### src/rtl/shifter_pkg.sv
// Shared definitions for the 8-bit shifter and its command issuer:
// field widths, op-code constants and the issuer FSM state type.
package shifter_pkg;

    localparam int OP_W    = 3;
    localparam int SHAMT_W = 2;
    localparam int DATA_W  = 8;

    localparam logic [OP_W-1:0] OP_NOP  = 3'b000;
    localparam logic [OP_W-1:0] OP_LOAD = 3'b001;
    localparam logic [OP_W-1:0] OP_LSL  = 3'b010;
    localparam logic [OP_W-1:0] OP_LSR  = 3'b011;
    localparam logic [OP_W-1:0] OP_ASR  = 3'b100;

    typedef enum logic {
        ST_IDLE  = 1'b0,
        ST_ISSUE = 1'b1
    } issue_state_e;

    // Undefined op codes degrade to NOP so the shifter only ever sees legal ops.
    function automatic logic [OP_W-1:0] sanitize_op(input logic [OP_W-1:0] op);
        return (op > OP_ASR) ? OP_NOP : op;
    endfunction

endpackage

### src/rtl/shift_cmd_issuer_if.sv
// Valid/ready command channel into the shift command issuer.
interface shift_cmd_issuer_if #(
    parameter int CNT_W = 4
);
    import shifter_pkg::*;

    logic                cmd_valid;
    logic                cmd_ready;
    logic [OP_W-1:0]     cmd_op;
    logic [SHAMT_W-1:0]  cmd_shamt;
    logic [DATA_W-1:0]   cmd_data;
    logic [CNT_W-1:0]    cmd_rpt;

    modport master (
        output cmd_valid, cmd_op, cmd_shamt, cmd_data, cmd_rpt,
        input  cmd_ready
    );

    modport slave (
        input  cmd_valid, cmd_op, cmd_shamt, cmd_data, cmd_rpt,
        output cmd_ready
    );

endinterface

### src/rtl/shift_cmd_issuer_fifo.sv
// Synchronous FIFO for packed shift commands. Occupancy is tracked by an
// explicit count so full and empty never depend on pointer equality.
module shift_cmd_fifo #(
    parameter int WIDTH = 8,
    parameter int DEPTH = 4
) (
    input  logic                       clk,
    input  logic                       reset,
    input  logic                       push,
    input  logic [WIDTH-1:0]           wdata,
    input  logic                       pop,
    output logic [WIDTH-1:0]           rdata,
    output logic [$clog2(DEPTH):0]     count,
    output logic                       empty,
    output logic                       full
);
    localparam int AW = $clog2(DEPTH);
    localparam int CW = AW + 1;

    logic [WIDTH-1:0] mem [DEPTH];
    logic [AW-1:0]    wr_ptr_q, wr_ptr_d;
    logic [AW-1:0]    rd_ptr_q, rd_ptr_d;
    logic [CW-1:0]    count_q,  count_d;
    logic             push_ok;
    logic             pop_ok;

    assign full    = (count_q == CW'(DEPTH));
    assign empty   = (count_q == '0);
    assign push_ok = push && !full;
    assign pop_ok  = pop && !empty;
    assign rdata   = mem[rd_ptr_q];
    assign count   = count_q;

    // NOTE: every signal assigned in always_comb gets a default first, so no path can infer a latch.
    always_comb begin
        wr_ptr_d = wr_ptr_q;
        rd_ptr_d = rd_ptr_q;
        count_d  = count_q + CW'(push_ok) - CW'(pop_ok);
        if (push_ok) wr_ptr_d = wr_ptr_q + AW'(1);
        if (pop_ok)  rd_ptr_d = rd_ptr_q + AW'(1);
    end

    // NOTE: state registers use non-blocking assignments so every flop samples pre-edge values.
    always_ff @(posedge clk) begin
        if (reset) begin
            wr_ptr_q <= '0;
            rd_ptr_q <= '0;
            count_q  <= '0;
        end else begin
            wr_ptr_q <= wr_ptr_d;
            rd_ptr_q <= rd_ptr_d;
            count_q  <= count_d;
        end
    end

    // NOTE: storage is not reset; an entry is only read after it has been written, and the count gates that.
    always_ff @(posedge clk) begin
        if (push_ok && !reset) mem[wr_ptr_q] <= wdata;
    end

endmodule

### src/rtl/shift_cmd_issuer.sv
// Buffers shift commands and replays each one onto the shifter inputs for its
// repeat count, chaining queued commands with no idle cycle between them.
module shift_cmd_issuer
    import shifter_pkg::*;
#(
    parameter int DEPTH = 4,
    parameter int CNT_W = 4
) (
    input  logic                       clk,
    input  logic                       reset,
    shift_cmd_issuer_if.slave          cmd,
    output logic [OP_W-1:0]            issue_op,
    output logic [SHAMT_W-1:0]         issue_shamt,
    output logic [DATA_W-1:0]          issue_d_in,
    output logic                       busy,
    output logic                       done,
    output logic [$clog2(DEPTH):0]     fifo_count
);
    localparam int ENTRY_W = OP_W + SHAMT_W + DATA_W + CNT_W;

    logic [ENTRY_W-1:0] fifo_wdata;
    logic [ENTRY_W-1:0] fifo_rdata;
    logic               fifo_push;
    logic               fifo_pop;
    logic               fifo_empty;
    logic               fifo_full;

    logic [OP_W-1:0]    head_op;
    logic [SHAMT_W-1:0] head_shamt;
    logic [DATA_W-1:0]  head_data;
    logic [CNT_W-1:0]   head_rpt;

    issue_state_e       state_q, state_d;
    logic [OP_W-1:0]    op_q, op_d;
    logic [SHAMT_W-1:0] shamt_q, shamt_d;
    logic [DATA_W-1:0]  data_q, data_d;
    logic [CNT_W-1:0]   remaining_q, remaining_d;
    logic               last_cycle;

    // Ready is a plain registered-count compare: a full FIFO never passes a push through on a pop.
    assign cmd.cmd_ready = !fifo_full;
    assign fifo_push     = cmd.cmd_valid && !fifo_full;
    assign fifo_wdata    = {sanitize_op(cmd.cmd_op), cmd.cmd_shamt, cmd.cmd_data, cmd.cmd_rpt};

    shift_cmd_fifo #(
        .WIDTH (ENTRY_W),
        .DEPTH (DEPTH)
    ) u_fifo (
        .clk   (clk),
        .reset (reset),
        .push  (fifo_push),
        .wdata (fifo_wdata),
        .pop   (fifo_pop),
        .rdata (fifo_rdata),
        .count (fifo_count),
        .empty (fifo_empty),
        .full  (fifo_full)
    );

    assign {head_op, head_shamt, head_data, head_rpt} = fifo_rdata;
    assign last_cycle = (state_q == ST_ISSUE) && (remaining_q == CNT_W'(1));

    always_comb begin
        state_d     = state_q;
        op_d        = op_q;
        shamt_d     = shamt_q;
        data_d      = data_q;
        remaining_d = remaining_q;
        fifo_pop    = 1'b0;

        unique case (state_q)
            ST_IDLE: begin
                if (!fifo_empty) begin
                    fifo_pop = 1'b1;
                    state_d  = ST_ISSUE;
                end
            end
            ST_ISSUE: begin
                remaining_d = remaining_q - CNT_W'(1);
                if (last_cycle) begin
                    if (!fifo_empty) begin
                        fifo_pop = 1'b1;
                    end else begin
                        state_d = ST_IDLE;
                        op_d    = '0;
                        shamt_d = '0;
                        data_d  = '0;
                    end
                end
            end
            default: state_d = ST_IDLE;
        endcase

        // A pop in either state loads the head directly into the active registers.
        if (fifo_pop) begin
            op_d        = head_op;
            shamt_d     = head_shamt;
            data_d      = head_data;
            remaining_d = (head_rpt == '0) ? CNT_W'(1) : head_rpt;
        end
    end

    always_ff @(posedge clk) begin
        if (reset) begin
            state_q     <= ST_IDLE;
            op_q        <= '0;
            shamt_q     <= '0;
            data_q      <= '0;
            remaining_q <= '0;
        end else begin
            state_q     <= state_d;
            op_q        <= op_d;
            shamt_q     <= shamt_d;
            data_q      <= data_d;
            remaining_q <= remaining_d;
        end
    end

    // Active registers are zeroed whenever the FSM drops to IDLE, so they drive the shifter directly.
    assign issue_op    = op_q;
    assign issue_shamt = shamt_q;
    assign issue_d_in  = data_q;
    assign busy        = (state_q == ST_ISSUE);
    assign done        = last_cycle;

endmodule

### src/flat_wrapper.sv
// flat-port wrapper written by rule: the top's interface ports become plain ports
module shift_cmd_issuer_flat import shifter_pkg::*;
#(
    parameter int DEPTH = 4,
    parameter int CNT_W = 4
)
  (clk, reset, issue_op, issue_shamt, issue_d_in, busy, done, fifo_count, cmd_cmd_valid, cmd_cmd_op, cmd_cmd_shamt, cmd_cmd_data, cmd_cmd_rpt, cmd_cmd_ready);
  shift_cmd_issuer_if #(.CNT_W(CNT_W)) cmd_i ();
  input  logic clk;
  input  logic reset;
  output logic [OP_W-1:0] issue_op;
  output logic [SHAMT_W-1:0] issue_shamt;
  output logic [DATA_W-1:0] issue_d_in;
  output logic busy;
  output logic done;
  output logic [$clog2(DEPTH):0] fifo_count;
  input wire logic [$bits(cmd_i.cmd_valid)-1:0] cmd_cmd_valid;
  input wire logic [$bits(cmd_i.cmd_op)-1:0] cmd_cmd_op;
  input wire logic [$bits(cmd_i.cmd_shamt)-1:0] cmd_cmd_shamt;
  input wire logic [$bits(cmd_i.cmd_data)-1:0] cmd_cmd_data;
  input wire logic [$bits(cmd_i.cmd_rpt)-1:0] cmd_cmd_rpt;
  output wire logic [$bits(cmd_i.cmd_ready)-1:0] cmd_cmd_ready;
  assign cmd_i.cmd_valid = cmd_cmd_valid;
  assign cmd_i.cmd_op = cmd_cmd_op;
  assign cmd_i.cmd_shamt = cmd_cmd_shamt;
  assign cmd_i.cmd_data = cmd_cmd_data;
  assign cmd_i.cmd_rpt = cmd_cmd_rpt;
  assign cmd_cmd_ready = cmd_i.cmd_ready;
  shift_cmd_issuer #(.DEPTH(DEPTH), .CNT_W(CNT_W)) u_core (.clk(clk), .reset(reset), .cmd(cmd_i), .issue_op(issue_op), .issue_shamt(issue_shamt), .issue_d_in(issue_d_in), .busy(busy), .done(done), .fifo_count(fifo_count));
endmodule
### config.mk
export PLATFORM = sky130hd
export DESIGN_NAME = shift_cmd_issuer_flat
export DESIGN_NICKNAME = d
export VERILOG_FILES = /design/src/rtl/shifter_pkg.sv /design/src/rtl/shift_cmd_issuer_if.sv /design/src/rtl/shift_cmd_issuer_fifo.sv /design/src/rtl/shift_cmd_issuer.sv /design/src/flat_wrapper.sv
export SDC_FILE = /design/constraint.sdc
export NUM_CORES = 1
export LEC_CHECK = 0
export CORE_MARGIN = 3
export CORE_UTILIZATION = 40
export CTS_CLUSTER_SIZE = 28
export DETAILED_ROUTE_END_ITERATION = 6
export RECOVER_POWER = 100
export SLEW_MARGIN = 20
export SYNTH_ARGS = -nofsm -noshare
export SYNTH_HDL_FRONTEND = slang
export SYNTH_SLANG_ARGS = --single-unit
### constraint.sdc
create_clock -name clk -period 5.7 [get_ports clk]
set_input_delay 1.14 -clock clk [delete_from_list [all_inputs] [get_ports clk]]
set_output_delay 1.14 -clock clk [all_outputs]
set_load 0.1 [all_outputs]
Word-level counts from Yosys, hierarchy flattened
Memory sizes are Yosys's and may differ from the RTL's. A register that Yosys moved wholly into a read port is not among the register bits.
Index checks and enable logic that the tools add are counted.

word-level totals
  bits in registers = 25
  memory bits (writable) = 68
  bits of input ports = 20
  output and inout bits = 19
  logic and storage cells = 57
  memories = 1

memories
  memory             words  width  rd ports  clocked after Yosys merged registers in  write ports  RTL line                     source
  u_core.u_fifo.mem  4      17     1         1                                        1            shift_cmd_issuer_fifo.sv:20  logic [WIDTH-1:0] mem [DEPTH];

operators by class
  add/sub/neg operators = 5
  magnitude comparators = 1
  equal/unequal tests = 2
  mux-type cells = 25
  bitwise gates (word level) = 1
  reductions and logical operators = 14

operator list
  operator                                                            number
  8-bit two-way mux                                                   4
  3-bit two-way mux                                                   5
  2-bit two-way mux                                                   6
  4-bit two-way mux                                                   3
  2-bit nonzero test                                                  3
  1-bit logical AND                                                   5
  1-bit two-way mux                                                   5
  2-bit by 1-bit adder with 2-bit output, second input constant       2
  4-bit by 1-bit == test with 1-bit output, second input constant     1
  4-bit zero test                                                     1
  1-bit case mux with 2 select lines                                  2
  4-bit by 1-bit subtractor with 4-bit output, second input constant  1
  3-bit by 1-bit adder with 3-bit output                              1
  3-bit == test, second input constant                                1
  3-bit greater-than comparator, second input constant                1
  1-bit zero test                                                     3
  3-bit zero test                                                     1
  3-bit AND reduction                                                 1
  3-bit by 1-bit subtractor with 3-bit output                         1
  1-bit NOT                                                           1

Depth between registers and ports, before layout
  word-level depth = 7
  gate-level depth with buffers = 13
  gate-level depth less buffers = 12

Cells and area by module
Synthesis repeated with hierarchy kept, for this count alone.

second synthesis, totals
  cells, all modules = 220
  area, all modules = 3748.6 sq um

by module, submodules not included
  module            instances  cells an instance  area each (sq um)  seq. area each (sq um)
  shift_cmd_fifo    1          140                2975.4             2222.1
  shift_cmd_issuer  1          80                 773.2              360.3

Least setup slack after synthesis
Ideal clock, no wire load.

  path type = register to output
  from = register u_core.state_q (netlist: u_core.busy)
  to = output done
  arrival time = 2480 ps
  required time = 4560 ps
  slack = 2080 ps
  stages on the path, launching flop included = 4
  path buffers = 1
  cells stage by stage = dfxtp_1 buf_6 inv_1 nor2_1

between the ends
  longest elaborated chain between the ends = 1

ends and longest elaborated chain
  what                    RTL line                 source
  start, declared         shift_cmd_issuer.sv:33   issue_state_e state_q, state_d;
  start signal, assigned  shift_cmd_issuer.sv:111  state_q <= state_d;
  1-bit logical AND       shift_cmd_issuer.sv:61   assign last_cycle = (state_q == ST_ISSUE) && (remaining_q == CNT_W'(1));
  end, declared           flat_wrapper.sv:15       output logic done;

No other way between the ends.

Worst setup path in the final report
  from = input reset
  to = memory u_core.u_fifo.mem[3][0] (netlist name), enable pin

between the ends
  longest elaborated chain between the ends = 4

ends and longest elaborated chain
  what                                     RTL line                     source
  start, declared                          flat_wrapper.sv:10           input logic reset;
  1-bit zero test                          shift_cmd_issuer_fifo.sv:58  if (push_ok && !reset) mem[wr_ptr_q] <= wdata;
  1-bit logical AND                        shift_cmd_issuer_fifo.sv:58
  1-bit two-way mux                        shift_cmd_issuer_fifo.sv:58
  1-bit two-way mux (not written as such)  shift_cmd_issuer_fifo.sv:58
  end, declared                            shift_cmd_issuer_fifo.sv:20

No other way between the ends.

==> results.tsv <==
stage	metric	value	unit
detailed_routing	DRT iter0 DRCs	69	
cells_and_area	share of layout cells above drive strength 1	0.225	
floorplanning	io pins	39	
detailed_routing	DRT antenna net count	0	
cells_and_area	Layout Nets	291	
synth	Ys Warns	0	
cts	clock sinks	95	
timing	clk_skew	0.0119	ns
cells_and_area	# diodes	0	
synth	post-synth top area share	0.542	
pwr	Total Power	2.28	mW
global_routing	largest net degree at the start of global routing	28	
worst_setup_path	crit-path max FO	27	
timing	min cycle time layout	3.88	ns
synth	synthesized area	3770	sq um
global_routing	Tot GR Track Use	0.136	
cells_and_area	most frequent cells in the layout	68 x edfxtp_1, 36 x dlygate4sd3_1, 27 x dfxtp_1, 17 x mux4_2, 13 x nor2_1	
timing	Final setup viols	0	
job	max-cap violations	2	
cts	Setup Buffers After CTS	0	
place	DP Cell Count	359	
place	IO buf count	38	
synth	synth top area cells	edfxtp_1 54%, dfxtp_1 14%, mux4_2 10%	
cells_and_area	Area Overhead vs Synth	16.6	%
worst_hold_path	Cells on Worst Hold Path	2	
detailed_routing	drt wl/cell	17.2	microns
cells_and_area	commonest non-fill, non-tap cell in the layout	edfxtp_1	
global_routing	grt total ovfl	0	
floorplanning	std cell rows	34	
floorplanning	Die W	103	microns
synth	sequential area share after synthesis	0.686	
detailed_routing	# DRC	0	
timing	Setup TNS	0	ns
worst_setup_path	Worst R2R Path Depth	12	
cells_and_area	fin util	0.492	
timing	final hold viol count	0	
synth	post-synth top area cell	edfxtp_1	
cts	root buffer cell	clkbuf_8	
detailed_routing	DR vias	1939	
timing	Worst Tran Pin Value	1.55	ns
place	gpl congestion	0.719	
global_routing	first-pass GRT wire length	10500	microns
synth	number of library cell types mapped by synthesis	42	
timing	fmax	257	MHz
detailed_routing	number of detailed-route iterations in the first pass	4	
worst_setup_path	critical path cell sequence	dlygate4sd3_1, clkbuf_1, nor2_1, and2_0	
cells_and_area	Filler cells	755	
floorplanning	Initial Utilization	0.422	
timing	RSZ-0062 raised after global routing	no	
cts	Clock Path Buffers	2	
worst_setup_path	Buf/Inv on CP	2	
worst_setup_path	crit start category	primary input	
cts	H-Tree Depth	3	
worst_setup_path	Reg2Reg Capture Point	u_core.u_fifo.count[2]$_SDFF_PP0_	
floorplanning	chip height	103	microns
worst_setup_path	reg-to-reg slack, setup	1.83	ns
detailed_routing	DRT Wirelength	6450	microns
worst_hold_path	Worst Hold Endpoint	u_core.issue_op[1]$_SDFFE_PP0P_	
place	placed inst area	4220	sq um
worst_setup_path	crit path DAT	3.77	ns
worst_setup_path	critical path's top delay family	buffers and inverters	
timing	Worst slew margin	-0.0348	
worst_setup_path	CP peak stage delay	1.12	ns
worst_setup_path	Critical Path Sink Type	flop	
worst_setup_path	Critical Setup Path Class	in -> reg	
status	failing checks	max-capacitance violations, max-slew violations	
worst_setup_path	Worst R2R Start	u_core.remaining_q[0]$_SDFFE_PP0P_	
cells_and_area	cell area after layout	4390	sq um
cts	clk_lat worst skew	0.36	ns
worst_hold_path	worst hold path type	reg -> reg	
cts	CTS tree	built	
pwr	maximum VDD drop	0.298	mV
synth	Post-Syn Instances	221	
cts	Reg clk slew, reported paths	0.09	ns
pwr	pwr/cell area	520	nW/um^2
floorplanning	die area	10600	sq um
cts	CTS Buf Count	9	
cts	Post-CTS Resized	0	
place	Final HPWL DP	3970	microns
floorplanning	core area	8930	sq um
global_routing	vias in the first global route	1964	
global_routing	initial antenna violation count	0	
cells_and_area	fin cells	375	
synth	Yosys reg bits	95	
timing	Final period util	0.682	
status	status	complete, but fails checks	
worst_setup_path	Critical-path top delay cell	clkbuf_1	
pwr	static leakage	1.48	nW
detailed_routing	vias per cell	5.17	
synth	Avg Cell Area, Syn	17.0	sq um
synth	syn nets	250	
cts	CTS Hold Bufs	0	
worst_hold_path	hold path start	u_core.issue_op[1]$_SDFFE_PP0P_	
timing	Final Slew Violations	54	
worst_setup_path	required time of the critical path	5.58	ns
## metrics by stage
stage / setup WS [ns] / hold WS, ns
final: 1.82 / 0.517
after global routing: 1.48 / 0.544
after CTS: 1.95 / 0.522
after detailed placement: 2.36 / 0.503
after global placement: 2.38 / 0.497
after floorplan: 2.08 / 0.469
## per-layer routing
metal  share of wire  vias up  GRT usage
met2            0.49       49      0.222
met5               0        -          0
met4           0.011        0     0.0359
met1            0.45      966      0.173
met3           0.049        7     0.0507
li1                -      917          -
## worst min-delay path: stages (launching register included)
cell	delay (ns)
dfxtp_1	0.35
a22oi_2	0.08
nor2_2	0.06
## state kept, by name (all words and copies together) (netlist names), named ones only
name,cells
u_core.issue_shamt,2
u_core.issue_op,3
u_core.u_fifo.count,3
u_core.u_fifo.rd_ptr_q,2
u_core.remaining_q,4
u_core.issue_d_in,8
u_core.u_fifo.wr_ptr_q,2
u_core.busy,1
u_core.u_fifo.mem,68
## cells by family (layout without fill, tap and decap cells)
logic type               count (synthesis)  after routing  synth area share
adder cells (fa/ha/maj)                  9              9            0.0319
flip-flops                              95             95             0.686
AND/OR/NAND/NOR                         53             53            0.0781
buffers and inverters                   18             64            0.0299
multiplexers                            17             17             0.102
XOR/XNOR                                 4              4           0.00930
AO/OA/AOI/OAI                           25             25            0.0635
## report_power, final
| group | switching (mW) | total, mW | internal, mW |
|---|---|---|---|
| Combinational | 0.635 | 0.943 | 0.308 |
| Clock | 0.247 | 0.415 | 0.168 |
| Sequential | 0.0867 | 0.927 | 0.840 |
## worst max-delay path by stage
| stage | startpoint | to | slack, ns | cells past startpoint |
|---|---|---|---|---|
| floorplan | u_core.busy$_SDFF_PP0_ | done | 2.08 | 3 |
| global placement | u_core.remaining_q[0]$_SDFFE_PP0P_ | done | 2.38 | 4 |
| detailed placement | u_core.remaining_q[0]$_SDFFE_PP0P_ | done | 2.36 | 4 |
| CTS | u_core.remaining_q[0]$_SDFFE_PP0P_ | done | 1.95 | 4 |
| global route | u_core.remaining_q[0]$_SDFFE_PP0P_ | u_core.u_fifo.count[2]$_SDFF_PP0_ | 1.48 | 12 |
| finish | reset | u_core.u_fifo.mem[3][0]$_DFFE_PP_ | 1.82 | 4 |
## cell usage after synthesis, drive strengths merged
| cell | number |
|---|---|
| nor3b | 2 |
| or4 | 1 |
| fa | 1 |
| a22oi | 13 |
| or3b | 2 |
| o211ai | 1 |
| or2 | 1 |
| a21bo | 2 |
| a21oi | 4 |
| mux4 | 17 |
| nand3b | 2 |
| nand3 | 1 |
| a311oi | 1 |
| nor2 | 22 |
| inv | 7 |
| xnor2 | 3 |
| dfxtp | 27 |
| edfxtp | 68 |
| clkbuf | 3 |
| o21ai | 1 |
| nor4 | 1 |
| nor2b | 4 |
| o22ai | 1 |
| and2 | 4 |
| xor2 | 1 |
| nand2 | 8 |
| a31oi | 1 |
| nor3 | 5 |
| ha | 8 |
| buf | 8 |
| a211oi | 1 |
## final cells by class
type                       instances  area, sq um  area share
timing repair buffer              41          395      0.0900
multi-input combinational        108         1070       0.243
sequential                        95         2580       0.588
inverter                           7         26.3     0.00598
clock buffer                       9          124      0.0282
clock inverter                     7         61.3      0.0140
tap                              108          135      0.0308
No activity file was read; power rests on OpenSTA's default activity.
